===== config.mk =====
export PLATFORM = sky130hd
export DESIGN_NAME = apb_master_bridge
export DESIGN_NICKNAME = d
export VERILOG_FILES = /design/src/rtl/apb_master_pkg.sv /design/src/rtl/apb_timeout_counter.sv /design/src/rtl/apb_master_bridge.sv
export SDC_FILE = /design/constraint.sdc
export NUM_CORES = 1
export LEC_CHECK = 0
export BUFFER_PORTS_ARGS = -buffer_cell sky130_fd_sc_hd__buf_2
export CAP_MARGIN = 10
export CORE_MARGIN = 2
export CORE_UTILIZATION = 32
export CTS_BUF_LIST = sky130_fd_sc_hd__clkbuf_2
export CTS_CLUSTER_SIZE = 24
export DETAILED_ROUTE_END_ITERATION = 6
export SETUP_SLACK_MARGIN = 0.4
export SLEW_MARGIN = 0
export SYNTH_ARGS = -nofsm -noshare
export SYNTH_HDL_FRONTEND = slang
export SYNTH_HIERARCHICAL = 1
export SYNTH_SLANG_ARGS = --single-unit
export TNS_END_PERCENT = 20

===== constraint.sdc =====
create_clock -name PCLK -period 3.1 [get_ports PCLK]
set_input_delay 0.155 -clock PCLK [delete_from_list [all_inputs] [get_ports PCLK]]
set_output_delay 0.155 -clock PCLK [all_outputs]
set_load 0.02 [all_outputs]

===== src/rtl/apb_master_pkg.sv =====
// Shared types and constants for the APB initiator bridge and its helpers.
package apb_master_pkg;

  typedef enum logic [1:0] {
    IDLE,
    SETUP,
    ACCESS,
    RESP
  } apb_state_e;

  // Low address bits that must be zero for a word-aligned transfer.
  localparam logic [1:0] ALIGN_MASK = 2'b11;

  localparam int unsigned DEFAULT_TIMEOUT = 16;

endpackage


===== src/rtl/apb_timeout_counter.sv =====
// Saturating wait-state counter; flags the increment that reaches the timeout limit.
module apb_timeout_counter
  import apb_master_pkg::*;
#(
  parameter int unsigned TimeoutCycles = DEFAULT_TIMEOUT
) (
  input  logic clk_i,
  input  logic rst_ni,
  input  logic clr_i,
  input  logic inc_i,
  output logic expired_o
);

  localparam int unsigned CntW = (TimeoutCycles == 0) ? 1 : $clog2(TimeoutCycles + 1);
  localparam logic [CntW-1:0] SatVal  = (TimeoutCycles == 0) ? '1 : CntW'(TimeoutCycles);
  localparam logic [CntW-1:0] LastVal = CntW'(TimeoutCycles - 1);

  logic [CntW-1:0] cnt_q, cnt_d;

  always_comb begin
    cnt_d = cnt_q;
    if (clr_i) begin
      cnt_d = '0;
    end else if (inc_i && (cnt_q != SatVal)) begin
      cnt_d = cnt_q + 1'b1;
    end
  end

  // Fires during the wait cycle whose increment brings the count to the limit.
  assign expired_o = (TimeoutCycles != 0) && inc_i && (cnt_q == LastVal);

  always_ff @(posedge clk_i or negedge rst_ni) begin
    if (!rst_ni) begin
      cnt_q <= '0;
    end else begin
      cnt_q <= cnt_d;
    end
  end

endmodule


===== src/rtl/apb_master_bridge.sv =====
// APB3 initiator: turns single-beat valid/ready requests into SETUP/ACCESS transfers
// with wait-state handling, PSLVERR capture and a stall timeout.
module apb_master_bridge
  import apb_master_pkg::*;
#(
  parameter int unsigned DATA_WIDTH     = 32,
  parameter int unsigned ADDR_WIDTH     = 32,
  parameter int unsigned TIMEOUT_CYCLES = DEFAULT_TIMEOUT
) (
  input  logic                  PCLK,
  input  logic                  PRESETn,
  input  logic                  req_valid,
  output logic                  req_ready,
  input  logic                  req_write,
  input  logic [ADDR_WIDTH-1:0] req_addr,
  input  logic [DATA_WIDTH-1:0] req_wdata,
  output logic                  rsp_valid,
  input  logic                  rsp_ready,
  output logic [DATA_WIDTH-1:0] rsp_rdata,
  output logic                  rsp_err,
  output logic                  rsp_timeout,
  output logic                  PSEL,
  output logic                  PENABLE,
  output logic                  PWRITE,
  output logic [ADDR_WIDTH-1:0] PADDR,
  output logic [DATA_WIDTH-1:0] PWDATA,
  input  logic [DATA_WIDTH-1:0] PRDATA,
  input  logic                  PREADY,
  input  logic                  PSLVERR
);

  apb_state_e state_q, state_d;

  logic                  req_ready_q, req_ready_d;
  logic                  rsp_valid_q, rsp_valid_d;
  logic [DATA_WIDTH-1:0] rsp_rdata_q, rsp_rdata_d;
  logic                  rsp_err_q, rsp_err_d;
  logic                  rsp_timeout_q, rsp_timeout_d;
  logic                  psel_q, psel_d;
  logic                  penable_q, penable_d;
  logic                  pwrite_q, pwrite_d;
  logic [ADDR_WIDTH-1:0] paddr_q, paddr_d;
  logic [DATA_WIDTH-1:0] pwdata_q, pwdata_d;

  logic aligned;
  logic expired;

  assign aligned = (req_addr[1:0] & ALIGN_MASK) == 2'b00;

  apb_timeout_counter #(
    .TimeoutCycles(TIMEOUT_CYCLES)
  ) u_timeout (
    .clk_i    (PCLK),
    .rst_ni   (PRESETn),
    .clr_i    ((state_q == IDLE) && (state_d == SETUP)),
    .inc_i    ((state_q == ACCESS) && !PREADY),
    .expired_o(expired)
  );

  always_ff @(posedge PCLK or negedge PRESETn) begin
    if (!PRESETn) begin
      state_q       <= IDLE;
      req_ready_q   <= 1'b1;
      rsp_valid_q   <= 1'b0;
      rsp_rdata_q   <= '0;
      rsp_err_q     <= 1'b0;
      rsp_timeout_q <= 1'b0;
      psel_q        <= 1'b0;
      penable_q     <= 1'b0;
      pwrite_q      <= 1'b0;
      paddr_q       <= '0;
      pwdata_q      <= '0;
    end else begin
      state_q       <= state_d;
      req_ready_q   <= req_ready_d;
      rsp_valid_q   <= rsp_valid_d;
      rsp_rdata_q   <= rsp_rdata_d;
      rsp_err_q     <= rsp_err_d;
      rsp_timeout_q <= rsp_timeout_d;
      psel_q        <= psel_d;
      penable_q     <= penable_d;
      pwrite_q      <= pwrite_d;
      paddr_q       <= paddr_d;
      pwdata_q      <= pwdata_d;
    end
  end

  always_comb begin
    state_d = state_q;
    unique case (state_q)
      IDLE:    if (req_valid) state_d = aligned ? SETUP : RESP;
      SETUP:   state_d = ACCESS;
      ACCESS:  if (PREADY || expired) state_d = RESP;
      RESP:    if (rsp_ready) state_d = IDLE;
      default: state_d = IDLE;
    endcase
  end

  // Outputs are registered from the next state so they line up with the FSM.
  always_comb begin
    req_ready_d   = (state_d == IDLE);
    rsp_valid_d   = (state_d == RESP);
    psel_d        = (state_d == SETUP) || (state_d == ACCESS);
    penable_d     = (state_d == ACCESS);
    rsp_rdata_d   = rsp_rdata_q;
    rsp_err_d     = rsp_err_q;
    rsp_timeout_d = rsp_timeout_q;
    pwrite_d      = pwrite_q;
    paddr_d       = paddr_q;
    pwdata_d      = pwdata_q;

    if ((state_q == IDLE) && req_valid) begin
      if (aligned) begin
        pwrite_d = req_write;
        paddr_d  = req_addr;
        pwdata_d = req_wdata;
      end else begin
        rsp_rdata_d   = '0;
        rsp_err_d     = 1'b1;
        rsp_timeout_d = 1'b0;
      end
    end

    if (state_q == ACCESS) begin
      if (PREADY) begin
        rsp_rdata_d   = (!pwrite_q && !PSLVERR) ? PRDATA : '0;
        rsp_err_d     = PSLVERR;
        rsp_timeout_d = 1'b0;
      end else if (expired) begin
        rsp_rdata_d   = '0;
        rsp_err_d     = 1'b1;
        rsp_timeout_d = 1'b1;
      end
    end
  end

  assign req_ready   = req_ready_q;
  assign rsp_valid   = rsp_valid_q;
  assign rsp_rdata   = rsp_rdata_q;
  assign rsp_err     = rsp_err_q;
  assign rsp_timeout = rsp_timeout_q;
  assign PSEL        = psel_q;
  assign PENABLE     = penable_q;
  assign PWRITE      = pwrite_q;
  assign PADDR       = paddr_q;
  assign PWDATA      = pwdata_q;

endmodule


Yosys cells after proc, flatten, opt, wreduce, memory -nomap -nowiden
Index checks and enable logic that the tools add are counted.
Storage, ports and cells
  bits in latches: 0
  input bits: 103
  bits in writable memories: 0
  flip-flop bits (word level): 110
  logic and storage cells: 60
  memories kept: 0
  ROM bits: 0
  output and inout bits: 103
Cells by class
  muxes and demuxes: 23
  $mul: 0
  magnitude comparators: 0
  shift operators: 0
  bitwise gates (word level): 0
  reduce and logical (&&, ||, !) cells: 16
  $add $sub $neg: 1
  eq/ne operators: 8
  div/mod/pow operators: 0
Operators with widths (number)
  $mux W32: 6
  $mux W1: 10
  $mux W5: 2
  $eq A2 B2 Y1 const B: 4
  $mux W2: 4
  $pmux W2 S4: 1
  $logic_and A1 B1 Y1: 6
  $logic_not A2 Y1: 3
  $add A5 B1 Y5 const B: 1
  $eq A5 B4 Y1 const B: 1
  $ne A5 B5 Y1 const B: 1
  $eq A2 B1 Y1 const B: 2
  $logic_not A1 Y1: 3
  $logic_or A1 B1 Y1: 2
  $reduce_and A2 Y1: 1
  $reduce_bool A2 Y1: 1

Logic depth before layout (Yosys ltp)
  depth in word-level cells: 9
  mapped depth: 12
  gate-level depth less buffers: 12

Modules after synthesis
The synthesis kept the hierarchy.
Modules (own cells, without submodules)
  apb_master_bridge: area each 4136.5 µm², seq. area each 2628.8 µm², cells each 249, instances 1
  apb_timeout_counter: area each 306.5 µm², seq. area each 125.1 µm², cells each 30, instances 1

Worst setup path after synthesis
Ideal clock, no wire load.
  kind: register -> register
  from: register u_timeout.cnt_q[0]
  to: register u_timeout.cnt_q[2]
  path buffers: 0
  arrival: 2.356 ns
  library setup time: 0.066 ns
  required time: 3.034 ns
  clock period less this slack: 2.423 ns
  slack: 0.677 ns
  cell stages (with the launch flop): 12
  path through: dfrtp_1 ha_1 and3_2 ha_1 and2_1 or2_2 o211ai_1 nand2_1 ha_1 and2_1 a211oi_1 a41o_1
On the way
  cells in the longest elaborated chain, start to end: 8
  elaborated cells on any way between the ends: 13
  those cells by class: add/sub: 1; eq/ne: 3; mux: 4; reduce/logical: 5
Ends and longest elaborated chain
  start, declared: RTL line apb_timeout_counter.sv:18  | logic [CntW-1:0] cnt_q, cnt_d;
  start signal, assigned: RTL line apb_timeout_counter.sv:36  | cnt_q <= cnt_d;
  $eq A5 B4 Y1 (*): RTL line apb_timeout_counter.sv:30  | assign expired_o = (TimeoutCycles != 0) && inc_i && (cnt_q == LastVal);
  $logic_and A1 B1 Y1 (*): RTL line apb_timeout_counter.sv:30
  via expired: RTL line apb_master_bridge.sv:46  | logic expired;
  $logic_or A1 B1 Y1 (*): RTL line apb_master_bridge.sv:93  | ACCESS: if (PREADY || expired) state_d = RESP;
  $mux W2 (*): RTL line apb_master_bridge.sv:93
  $pmux W2 S4 (*): RTL line apb_master_bridge.sv:90  | unique case (state_q)
  via state_d[0]: RTL line apb_master_bridge.sv:32  | apb_state_e state_q, state_d;
  $eq A2 B1 Y1 (*): RTL line apb_master_bridge.sv:55  | .clr_i ((state_q == IDLE) && (state_d == SETUP)),
  $logic_and A1 B1 Y1 (*): RTL line apb_master_bridge.sv:55
  $mux W5 / $reduce_bool A2 Y1 (equally long branches)
The timed path passes the listed nets; every way through them passes the cells marked *. The select of a mux whose other input is x is not followed.
A chain may end at the register's enable or synchronous reset.

Worst setup path after layout
  from: register u_timeout.cnt_q[0]
  to: register rsp_rdata_q[8] (netlist: rsp_rdata[8])
On the way
  cells in the longest elaborated chain, start to end: 5
Ends and longest elaborated chain
  $eq A5 B4 Y1: RTL line apb_timeout_counter.sv:30
  $logic_and A1 B1 Y1: RTL line apb_timeout_counter.sv:30
  via expired: RTL line apb_master_bridge.sv:46
  $mux W32: RTL line apb_master_bridge.sv:129  | end else if (expired) begin
  $mux W32: RTL line apb_master_bridge.sv:125  | if (PREADY) begin
  $mux W32: RTL line apb_master_bridge.sv:124  | if (state_q == ACCESS) begin
  via rsp_rdata_d[8]: RTL line apb_master_bridge.sv:36  | logic [DATA_WIDTH-1:0] rsp_rdata_q, rsp_rdata_d;
  end signal, assigned: RTL line apb_master_bridge.sv:77  | rsp_rdata_q <= rsp_rdata_d;
  end, declared: RTL line apb_master_bridge.sv:36
The timed path passes the listed nets, and every way through them passes these cells.

==> results.sh <==
export IMPL_status="finished clean"
export IMPL_drc=0
export IMPL_vias=3582
export IMPL_crit_type="reg -> reg"
export IMPL_power_switching_mw=2.46
export IMPL_r2r_start="u_timeout/cnt_q[0]"
export IMPL_cts_tree="yes"
export IMPL_final_common_cell="buf_2"
export IMPL_min_period_ps=2610
export IMPL_clk_pin_slew_ps=280
export IMPL_synth_mux_area_frac=0.204
export IMPL_mostFrequentLayoutCells="buf_2 (204), dfrtp_1 (109), dlygate4sd3_1 (107), mux2_4 (49), a22o_1 (32)"
export IMPL_max_freq_ghz=0.383
export IMPL_diodes=0
export IMPL_leakage_nw=3.74
export IMPL_hpwl_um=7400
export IMPL_combPwrFrac=0.479
export IMPL_antenna_found_initial=0
export IMPL_synth_compound_area_frac=0.0898
export IMPL_synth_top_area_frac=0.614
export IMPL_utilization=0.504
export IMPL_worst_slew_pin_slew_ps=1010
export IMPL_grt_max_degree=80
export IMPL_finalSetupViolCount=0
export IMPL_crit_chain="ha_4 > and3_2 > ha_1 > and2_1 > or2_2 > a32oi_2 > a22o_1 > dlygate4sd3_1"
export IMPL_hold_start="req_addr[1]"
export IMPL_path_delay_family="simple AND/OR/NAND/NOR gates"
export IMPL_synth_top_family_by_area="multiplexers"
export IMPL_synthesis_nets=389
export IMPL_yosysSeqAreaShare=0.620
export IMPL_slowest_stage="dlygate4sd3_1"
export IMPL_via_per_inst=4.58
export IMPL_area_growth_pct=55.6
export IMPL_post_place_ws_ps=452
export IMPL_setup_tns_ps=0
export IMPL_worstHoldPathType="in -> reg"
export IMPL_fin_area_um2=6910
export IMPL_synth_top_area_cell="dfrtp_1"
export IMPL_layout_drive_gt1_share=0.508
export IMPL_synthAdderAreaFrac=0.0197
export IMPL_synthXorXnorAreaFrac=0.00197
export IMPL_antenna_left=0
export IMPL_grt_pass1_vias=3875
export IMPL_finalPower_mw=6.18
export IMPL_yosys_warnings=6
export IMPL_drt_wl_total_um=12300
export IMPL_gr_total_overflow=0
export IMPL_nFillCells=1190
export IMPL_synth_distinct_cells=36
export IMPL_startpoint="u_timeout/cnt_q[0]"
export IMPL_critPathMaxStageDelay_ps=550
export IMPL_fin_crit_sh=0.842
export IMPL_report_final_hold_viol_count=0
export IMPL_grtUsageTotal=0.162
export IMPL_ys_top_cells_by_area="dfrtp_1 (61%), mux2_4 (17%), a22o_1 (6.3%)"
export IMPL_synth_avg_cell_area_um2=15.9
export IMPL_port_buffers=205
export IMPL_arrival_ps=3160
export IMPL_critPathCaptureType="flip-flop"
export IMPL_initial_utilization=0.324
export IMPL_finalClockSkew_ps=36.0
export IMPL_finalNetCount=707
export IMPL_p_per_area_nw_per_um2=894
export IMPL_pwr_share_seq=0.402
export IMPL_clkPwrFrac=0.119
export IMPL_num_rows=43
export IMPL_fin_ws_ps=490
export IMPL_syn_inst=279
export IMPL_synth_seq_cells=110
export IMPL_htreeDepth=3
export IMPL_firstDrtPassIters=4
export IMPL_placedCellCount=656
export IMPL_timing_hold_ws_ps=179
export IMPL_pin_count=206
export IMPL_root_buffer="clkbuf_2"
export IMPL_cts_inserted_buffers=9
export IMPL_sw_frac_of_total=0.399
export IMPL_drv_cap=0
export IMPL_yosys_area_share_simple=0.0344
export IMPL_drt_iter0_drc=125
export IMPL_chipHeight_um=122
export IMPL_place_congestion=0.765
export IMPL_die_area_um2=14800
export IMPL_core_area_um2=13700
export IMPL_synth_area_um2=4440
export IMPL_grt_pass1_wl_um=18600
export IMPL_die_w_um=122
export IMPL_slew_headroom=0.324
export IMPL_dpl_cell_area_um2=5660
export IMPL_critPathLaunchType="flip-flop"
export IMPL_worst_path_max_fanout=4
export IMPL_wl_per_cell_um=15.8
export IMPL_rsz0062_at_grt="no"
export IMPL_cts_sinks=110
export IMPL_p_int_mw=3.72
export IMPL_finalMaxSlewViolations=0
export IMPL_worstSkewPairLatency_ps=610
export IMPL_cp_num_buf_inv=1
export IMPL_vdd_ir_drop_max_v=0.000542
export IMPL_final_cell_count_no_fill=782
export IMPL_cts_buffer_depth=2
export IMPL_cp_data_required_time_ps=3650
-- sequential cells by signal, indices dropped and copies added (netlist names), 2 cells and up --
register / flops
PADDR: 32
PWDATA: 32
rsp_rdata: 32
u_timeout/cnt_q: 5
state_q: 2
-- metal layers --
metal | global-route usage | wire, um | part of all wire | up-vias
met5 | 0 | 0 | 0 | -
met4 | 0.0876 | 354 | 0.029 | 0
met3 | 0.0417 | 876 | 0.071 | 28
met2 | 0.285 | 6280 | 0.51 | 141
met1 | 0.180 | 4820 | 0.39 | 1786
li1 | - | - | - | 1627
-- synthesized netlist by cell type (all sizes together) --
cell type,number
a211oi,2
a21boi,1
a21oi,1
a22o,32
a32oi,1
a41o,1
and2,5
and3,1
buf,13
clkbuf,1
dfrtp,109
dfstp,1
ha,7
inv,9
mux2,64
nand2,6
nand2b,1
nand3,1
nand4,1
nand4bb,1
nor2,7
nor3,1
nor3b,1
o2111ai,1
o211ai,1
o21a,2
o21ai,2
o311ai,1
o31ai,1
or2,3
xor2,1
-- repair_timing --
item,in CTS,in global routing
setup endpoints to repair,1,6
hold endpoints to repair,181,0
hold buffers,107,0
buffers inserted,1,2
resized for setup,0,6
pin swaps,0,2
-- path summary, 6_finish.rpt --
kind | endpoint | slack (ps) | cells after the start
hold reg to reg | PADDR[1] | 530 | 1
setup reg to reg | rsp_rdata[8] | 490 | 8
min in group asynchronous | PADDR[10] | 230 | 2
max in group asynchronous | PADDR[15] | 1930 | 3
setup / recovery | rsp_rdata[8] | 490 | 8
hold / removal | PADDR[0] | 180 | 4
-- layout make-up --
cell class	count	area, um^2	share of cell area
tap	180	225	0.0326
clock buffer	10	50.0	0.00724
sequential	110	2750	0.398
clock inverter	6	85.1	0.0123
timing repair buffer	321	2180	0.315
multi-input combinational	146	1590	0.229
inverter	9	33.8	0.00489
-- worst min-delay path, cell delays in order --
cell and delay, ps:
buf_2 90, or2_2 130, nand2b_4 240, and2_1 150
-- power groups by stage --
stage / registers (mW) / clock network [mW] / logic [mW]
after floorplan: 3.25 / 0 / 1.01
after global placement: 2.48 / 0 / 2.70
after detailed placement: 2.50 / 0 / 2.74
after CTS: 2.48 / 0.776 / 2.91
after global routing: 2.57 / 0.840 / 3.15
final: 2.49 / 0.737 / 2.96
-- kinds of logic (layout without fill, tap and decap cells) --
kind of cell | after synthesis | count (layout)
AND/OR/NAND/NOR | 28 | 28
flip-flops | 110 | 110
AO/OA/AOI/OAI | 46 | 46
XOR/XNOR | 1 | 1
adder cells (fa/ha/maj) | 7 | 7
multiplexers | 64 | 64
buffers and inverters | 23 | 346
(Power assumes the default switching activity.)
